File: src/rtl/pipe_stall_ctrl.sv
// Purpose : central stall/flush controller for the 5-stage pipeline; resolves
//           memory busy, branch redirect and load-use stall into per-stage controls.
// Latency : pipeline controls are combinational (0 cycles); state/counters/timeout
//           update on the rising clock edge.
// Backpr. : i_mem_busy freezes every stage; a branch seen while frozen is held
//           and applied exactly once on the first non-busy cycle.
//
// Ports:
//   i_clk, i_rst           clock, synchronous active-high reset
//   i_pc_write_req         hazard unit PCWrite (0 = load-use stall)
//   i_if_id_write_req      hazard unit IF/ID write (0 = stall)
//   i_nop_lw_n             hazard unit NOP_LW (0 = bubble in ID/EX)
//   i_branch_taken         EX-stage taken branch/jump pulse
//   i_mem_busy             data memory not ready
//   i_cnt_clear            clear counters and timeout flag
//   o_pc_en .. o_mem_wb_bubble  per-stage enables and flush/bubble controls
//   o_mem_timeout          sticky over-long memory wait flag
//   o_stall_cnt            saturating count of cycles with PC held
//   o_flush_cnt            saturating count of flush cycles
module pipe_stall_ctrl #(
  parameter int CNT_W    = 16,
  parameter int MAX_WAIT = 255
) (
  input  logic             i_clk,
  input  logic             i_rst,
  input  logic             i_pc_write_req,
  input  logic             i_if_id_write_req,
  input  logic             i_nop_lw_n,
  input  logic             i_branch_taken,
  input  logic             i_mem_busy,
  input  logic             i_cnt_clear,
  output logic             o_pc_en,
  output logic             o_if_id_en,
  output logic             o_if_id_flush,
  output logic             o_id_ex_en,
  output logic             o_id_ex_bubble,
  output logic             o_ex_mem_en,
  output logic             o_mem_wb_bubble,
  output logic             o_mem_timeout,
  output logic [CNT_W-1:0] o_stall_cnt,
  output logic [CNT_W-1:0] o_flush_cnt
);

  typedef enum logic [1:0] {
    ST_RUN        = 2'd0,
    ST_MEM_WAIT   = 2'd1,
    ST_FLUSH_PEND = 2'd2
  } state_t;

  localparam logic [CNT_W-1:0] CNT_MAX    = '1;
  localparam logic [CNT_W-1:0] WAIT_LIMIT = CNT_W'(MAX_WAIT);

  state_t           r_state;
  state_t           w_state_nxt;
  logic [CNT_W-1:0] r_stall_cnt;
  logic [CNT_W-1:0] r_flush_cnt;
  logic [CNT_W-1:0] r_wait_cnt;
  logic             r_mem_timeout;
  logic             w_lu_stall;
  logic             w_flush;

  // Any single hazard-unit request is treated as a full load-use stall.
  assign w_lu_stall = ~i_pc_write_req | ~i_if_id_write_req | ~i_nop_lw_n;

  always_comb begin
    o_pc_en         = 1'b1;
    o_if_id_en      = 1'b1;
    o_if_id_flush   = 1'b0;
    o_id_ex_en      = 1'b1;
    o_id_ex_bubble  = 1'b0;
    o_ex_mem_en     = 1'b1;
    o_mem_wb_bubble = 1'b0;
    w_flush         = 1'b0;
    w_state_nxt     = ST_RUN;

    if (i_rst) begin
      o_pc_en         = 1'b0;
      o_if_id_en      = 1'b0;
      o_if_id_flush   = 1'b1;
      o_id_ex_en      = 1'b0;
      o_id_ex_bubble  = 1'b1;
      o_ex_mem_en     = 1'b0;
      o_mem_wb_bubble = 1'b1;
    end else if (i_mem_busy) begin
      // Freeze: only MEM/WB gets a bubble so WB does not retire twice.
      o_pc_en         = 1'b0;
      o_if_id_en      = 1'b0;
      o_id_ex_en      = 1'b0;
      o_ex_mem_en     = 1'b0;
      o_mem_wb_bubble = 1'b1;
      if (i_branch_taken || r_state == ST_FLUSH_PEND) begin
        w_state_nxt = ST_FLUSH_PEND;
      end else begin
        w_state_nxt = ST_MEM_WAIT;
      end
    end else if (i_branch_taken || r_state == ST_FLUSH_PEND) begin
      // Flush wins over load-use: the stalled instruction is on the wrong path.
      o_if_id_flush  = 1'b1;
      o_id_ex_bubble = 1'b1;
      w_flush        = 1'b1;
    end else if (w_lu_stall) begin
      o_pc_en        = 1'b0;
      o_if_id_en     = 1'b0;
      o_id_ex_bubble = 1'b1;
    end
  end

  always_ff @(posedge i_clk) begin
    if (i_rst) begin
      r_state       <= ST_RUN;
      r_stall_cnt   <= '0;
      r_flush_cnt   <= '0;
      r_wait_cnt    <= '0;
      r_mem_timeout <= 1'b0;
    end else begin
      r_state <= w_state_nxt;
      if (i_cnt_clear) begin
        r_stall_cnt   <= '0;
        r_flush_cnt   <= '0;
        r_wait_cnt    <= '0;
        r_mem_timeout <= 1'b0;
      end else begin
        if (!o_pc_en && r_stall_cnt != CNT_MAX) begin
          r_stall_cnt <= r_stall_cnt + 1'b1;
        end
        if (w_flush && r_flush_cnt != CNT_MAX) begin
          r_flush_cnt <= r_flush_cnt + 1'b1;
        end
        if (i_mem_busy) begin
          if (r_wait_cnt != CNT_MAX) begin
            r_wait_cnt <= r_wait_cnt + 1'b1;
          end
          // Set on the same edge the wait count reaches the limit.
          if (r_wait_cnt >= WAIT_LIMIT - 1'b1) begin
            r_mem_timeout <= 1'b1;
          end
        end else begin
          r_wait_cnt <= '0;
        end
      end
    end
  end

  assign o_stall_cnt   = r_stall_cnt;
  assign o_flush_cnt   = r_flush_cnt;
  assign o_mem_timeout = r_mem_timeout;

endmodule

File: config.mk
export PLATFORM = sky130hd
export DESIGN_NAME = pipe_stall_ctrl
export DESIGN_NICKNAME = d
export VERILOG_FILES = /design/src/rtl/pipe_stall_ctrl.sv
export SDC_FILE = /design/constraint.sdc
export NUM_CORES = 1
export LEC_CHECK = 0
export CORE_MARGIN = 1
export CORE_UTILIZATION = 35
export DETAILED_ROUTE_END_ITERATION = 6
export SYNTH_ARGS = -nofsm -noshare
export SYNTH_HDL_FRONTEND = slang
export SYNTH_SLANG_ARGS = --single-unit
File: constraint.sdc
create_clock -name i_clk -period 2.4 [get_ports i_clk]
set_clock_uncertainty 0.05 [all_clocks]
set_input_delay 0.24 -clock i_clk [delete_from_list [all_inputs] [get_ports i_clk]]
set_output_delay 0.24 -clock i_clk [all_outputs]
set_load 0.01 [all_outputs]
# Word level (Yosys, flattened, before mapping)

Cells that the tools add are included.

Bits in registers: 51

Add/subtract/negate cells: 3
Magnitude comparators: 1
Equal/unequal tests: 4
Muxes and demuxes: 17
Bitwise logic cells: 6
Reduce and logical (&&, ||, !) cells: 8

Operator list:

| operator              | number |
|---|---|
| $add 16x1->16 const B | 3 |
| $ne 16x16->1 const B  | 3 |
| $ge 16x8->1 const B   | 1 |
| $mux 1                | 16 |
| $not 1->1             | 4 |
| $reduce_or 2->1       | 2 |
| $reduce_or 3->1       | 1 |
| $eq 2x2->1 const B    | 1 |
| $logic_and 1x1->1     | 2 |
| $mux 2                | 1 |
| $or 1x1->1            | 2 |
| $reduce_and 2->1      | 1 |
| $logic_not 1->1       | 1 |
| $logic_or 1x1->1      | 1 |

# Logic depth before layout (Yosys ltp)

Word-level depth: 9
Gate-level depth with buffers: 7

# Worst setup path after synthesis

OpenSTA, ideal clock, no wires.

Path type: reg2reg
From: reg r_stall_cnt[0] (netlist: o_stall_cnt[0])
To: reg r_stall_cnt[11] (netlist: o_stall_cnt[11])
Data arrival time: 1.709 ns
Required time: 2.278 ns
Slack: 0.569 ns
Stages on the path, launching flop included: 7
Buffers on the path: 0
Clock period less this slack: 1.831 ns
Cell sequence: dfxtp_1 > ha_1 > nand4_1 > nor4_4 > nor4b_4 > nand4_1 > mux2i_1

Longest elaborated chain between the ends: 2
Elaborated cells on any way between the ends: 3
Those cells by class: 1 x add/sub; 1 x eq/ne; 1 x reduce/logical

RTL lines:

| element                                                               | line | source |
|---|---|---|
| from (decl)                                                           | 55   | `logic [CNT_W-1:0] r_stall_cnt;` |
| from (signal assigned)                                                | 124  | `r_stall_cnt <= r_stall_cnt + 1'b1;` |
| parallel branches: the longest is 2 deep, another holds $add 16x1->16 | --   |  |

Parallel ways; which one is timed is not known.
A chain may end at the register's enable or synchronous reset.

# Worst setup path in the final report

From: in i_rst
To: out o_if_id_en

Longest elaborated chain between the ends: 1

RTL lines:

| element     | line | source |
|---|---|---|
| from (decl) | 25   | `input logic i_rst,` |
| $mux 1      | 76   | `if (i_rst) begin` |
| to (decl)   | 33   | `output logic o_if_id_en,` |

Every way passes these cells.

==> out/results.tsv <==
metric	value	unit
grt_max_degree	23	
yosys-top-cells-area	dfxtp_1 39%, xnor2_1 8.1%, nor2_1 7.7%, nand3_1 4.3%, nand2_1 2.9%	
wl	5870	um
async_flop_share	0	%
synth_xor_area_share	9.81	%
drive_gt1_share	9.58	%
synth_area	2590	um2
cts_max_level	2	
ys_ff_latch	51	
gp_congestion	0.898	
ys_seq_area_share	39.4	%
reg2reg_to	o_stall_cnt[11]	
clockBufferDepth	2	
p_per_area	451	nW/um2
dr.pass1.iters	4	
pre_cts_ws	0.224	ns
avgSynthCellArea	8.66	um2
synth_compound_area_share	12.8	%
power	1.49	mW
wire_per_inst	13.0	um
status	completed	
num_antenna_cells	0	
synth_most_common_cell	nor2_1	
hold_viol_final	0	
setup.worst_path.class	in -> out	
synth_cell_types	52	
slew_headroom	54.4	%
core	6980	um2
cts_made_buffers	5	
ir_drop	0.207	mV
crit_path_end	o_if_id_en	
cts_resized	0	
dieArea	7750	um2
gr-total-overflow	0	
setup_tns	0	ns
insertion_delay	0.30	ns
final_net_count	366	
grt_usage	16.4	%
fin_crit_sh	90.1	%
yosysTopAreaCell	dfxtp_1	
fin_crit	2.16	ns
vias	2271	
p_leak	1.09	nW
cts_tree	done	
path_max_fanout	10	
vias_per_cell	5.04	
synth_ff_type	dfxtp_1	
synth_nets	311	
drv_cap	0	
clk_pin_slew	0.09	ns
die_w	88.0	um
setup_ws	0.237	ns
synth_top_family_by_area	simple AND/OR/NAND/NOR gates	
cts_sinks	51	
grt_pass1_wl	9960	um
post_cts_buffers	0	
synth.mux.area_fraction	0.386	%
yosys.area_share.simple	33.4	%
ys_warn_count	0	
ys_top_cells_by_count	53 x nor2_1, 51 x dfxtp_1, 24 x xnor2_1	
arrival	1.87	ns
synth_edf_count	0	
tightest_slew	0.676	ns
num-fill-cells	700	
hold_path_class	reg -> reg	
antenna_found_initial	0	
crit_path_end_kind	primary output	
fmax	462	MHz
num_rows	30	
dp_hpwl	4300	um
drt_iter0_drc	128	
final_core_util	47.3	%
rrSetupSlack	0.40	ns
setup_viol_count_final	0	
fin_hold_ws	0.435	ns
syn_to_final_growth	27.6	%
drtAntennaViolNets	0	
hp-start	o_mem_timeout	
synthCells	299	
cts_root_buffer	clkbuf_8	
synth_fa_ha_area_share	1.93	%
grt_pass1_vias	2146	
num_io_pins	48	
synth_top_area_share	39.4	%
numPortBuffers	47	
final-max-slew-violation-count	0	
drc	0	
die_h	88.0	um
postCtsHoldBufs	0	
start_kind	input pin	
worstSetupStartpoint	i_rst	
r2r_cells	6	
worstPathRequired	2.11	ns
r2r_start	o_stall_cnt[0]	
rsz0062_at_grt	false	
start_util	37.1	%
routing by layer:
layer  wire [um]  share of wire [%]  vias up  global-route usage (%)
met1        3020                 51     1015                    22.2
met4         141                2.4        0                    7.92
met2        2440                 42       62                    24.7
li1            -                  -     1184                       -
met3         269                4.6       10                    3.49
met5           0                  0        -                       0
cell usage in the layout (no fill, tap or decap), types with 3 or more instances in the layout:
cell type / instances
nor2_1: 53
dfxtp_1: 51
clkdlybuf4s50_1: 47
xnor2_1: 24
nand3_1: 22
nand2_1: 20
nor3_1: 14
a21oi_1: 11
nand4_1: 8
and3_1: 8
buf_4: 8
clkbuf_8: 7
inv_1: 5
xor2_1: 5
o21ai_0: 5
nor4_1: 5
a211oi_1: 4
nor3b_1: 4
ha_1: 4
o21bai_1: 3
or2_2: 3
o2111ai_1: 3
nor4_4: 3
a31oi_1: 3
critical path, stage by stage:
cell and delay (ns):
clkdlybuf4s50_1 0.54, nor2_4 0.26, o31ai_4 0.12, inv_4 0.15, clkdlybuf4s50_1 0.56
worst min-delay path by stage:
stage                    endpoint  slack [ns]  depth (start not counted)
floorplan              r_state[0]        0.27                          1
global placement    o_mem_timeout        0.41                          2
detailed placement  o_mem_timeout        0.41                          2
CTS                 o_mem_timeout        0.44                          2
global route        o_mem_timeout        0.45                          2
finish              o_mem_timeout        0.44                          2
cell families (layout without fill, tap and decap cells):
logic type,after synthesis,in the layout
fa+ha+maj,4,4
simple gates,157,157
xor+xnor,29,29
compound gates,44,44
flops,51,51
buf+inv,13,69
mux,1,1
metrics by stage:
stage / instance area (um2) / std cells
3_3_place_gp: 3210 / 443
2_1_floorplan: 2590 / 299
5_1_grt: 3310 / 451
6_report: 3310 / 451
4_1_cts: 3310 / 451
3_5_place_dp: 3210 / 443
area by class of cell:
cell class | instances | area, um2 | area share, %
inverters | 6 | 25.0 | 0.757
clock buffers | 8 | 100 | 3.03
repair buffers | 55 | 531 | 16.0
multi-input cells | 235 | 1510 | 45.6
flip-flops and latches | 51 | 1020 | 30.9
well taps | 96 | 120 | 3.63
report_power, final:
group | switching, mW | internal (mW)
Clock | 0.280 | 0.264
Sequential | 0.00411 | 0.850
Combinational | 0.0482 | 0.0435
Total | 0.332 | 1.16
registers in the layout, indices dropped and copies added, names as in the netlist:
name / count
o_flush_cnt: 16
o_stall_cnt: 16
r_wait_cnt: 16
r_state: 2
o_mem_timeout: 1
Power figures use the tool's default switching activity.
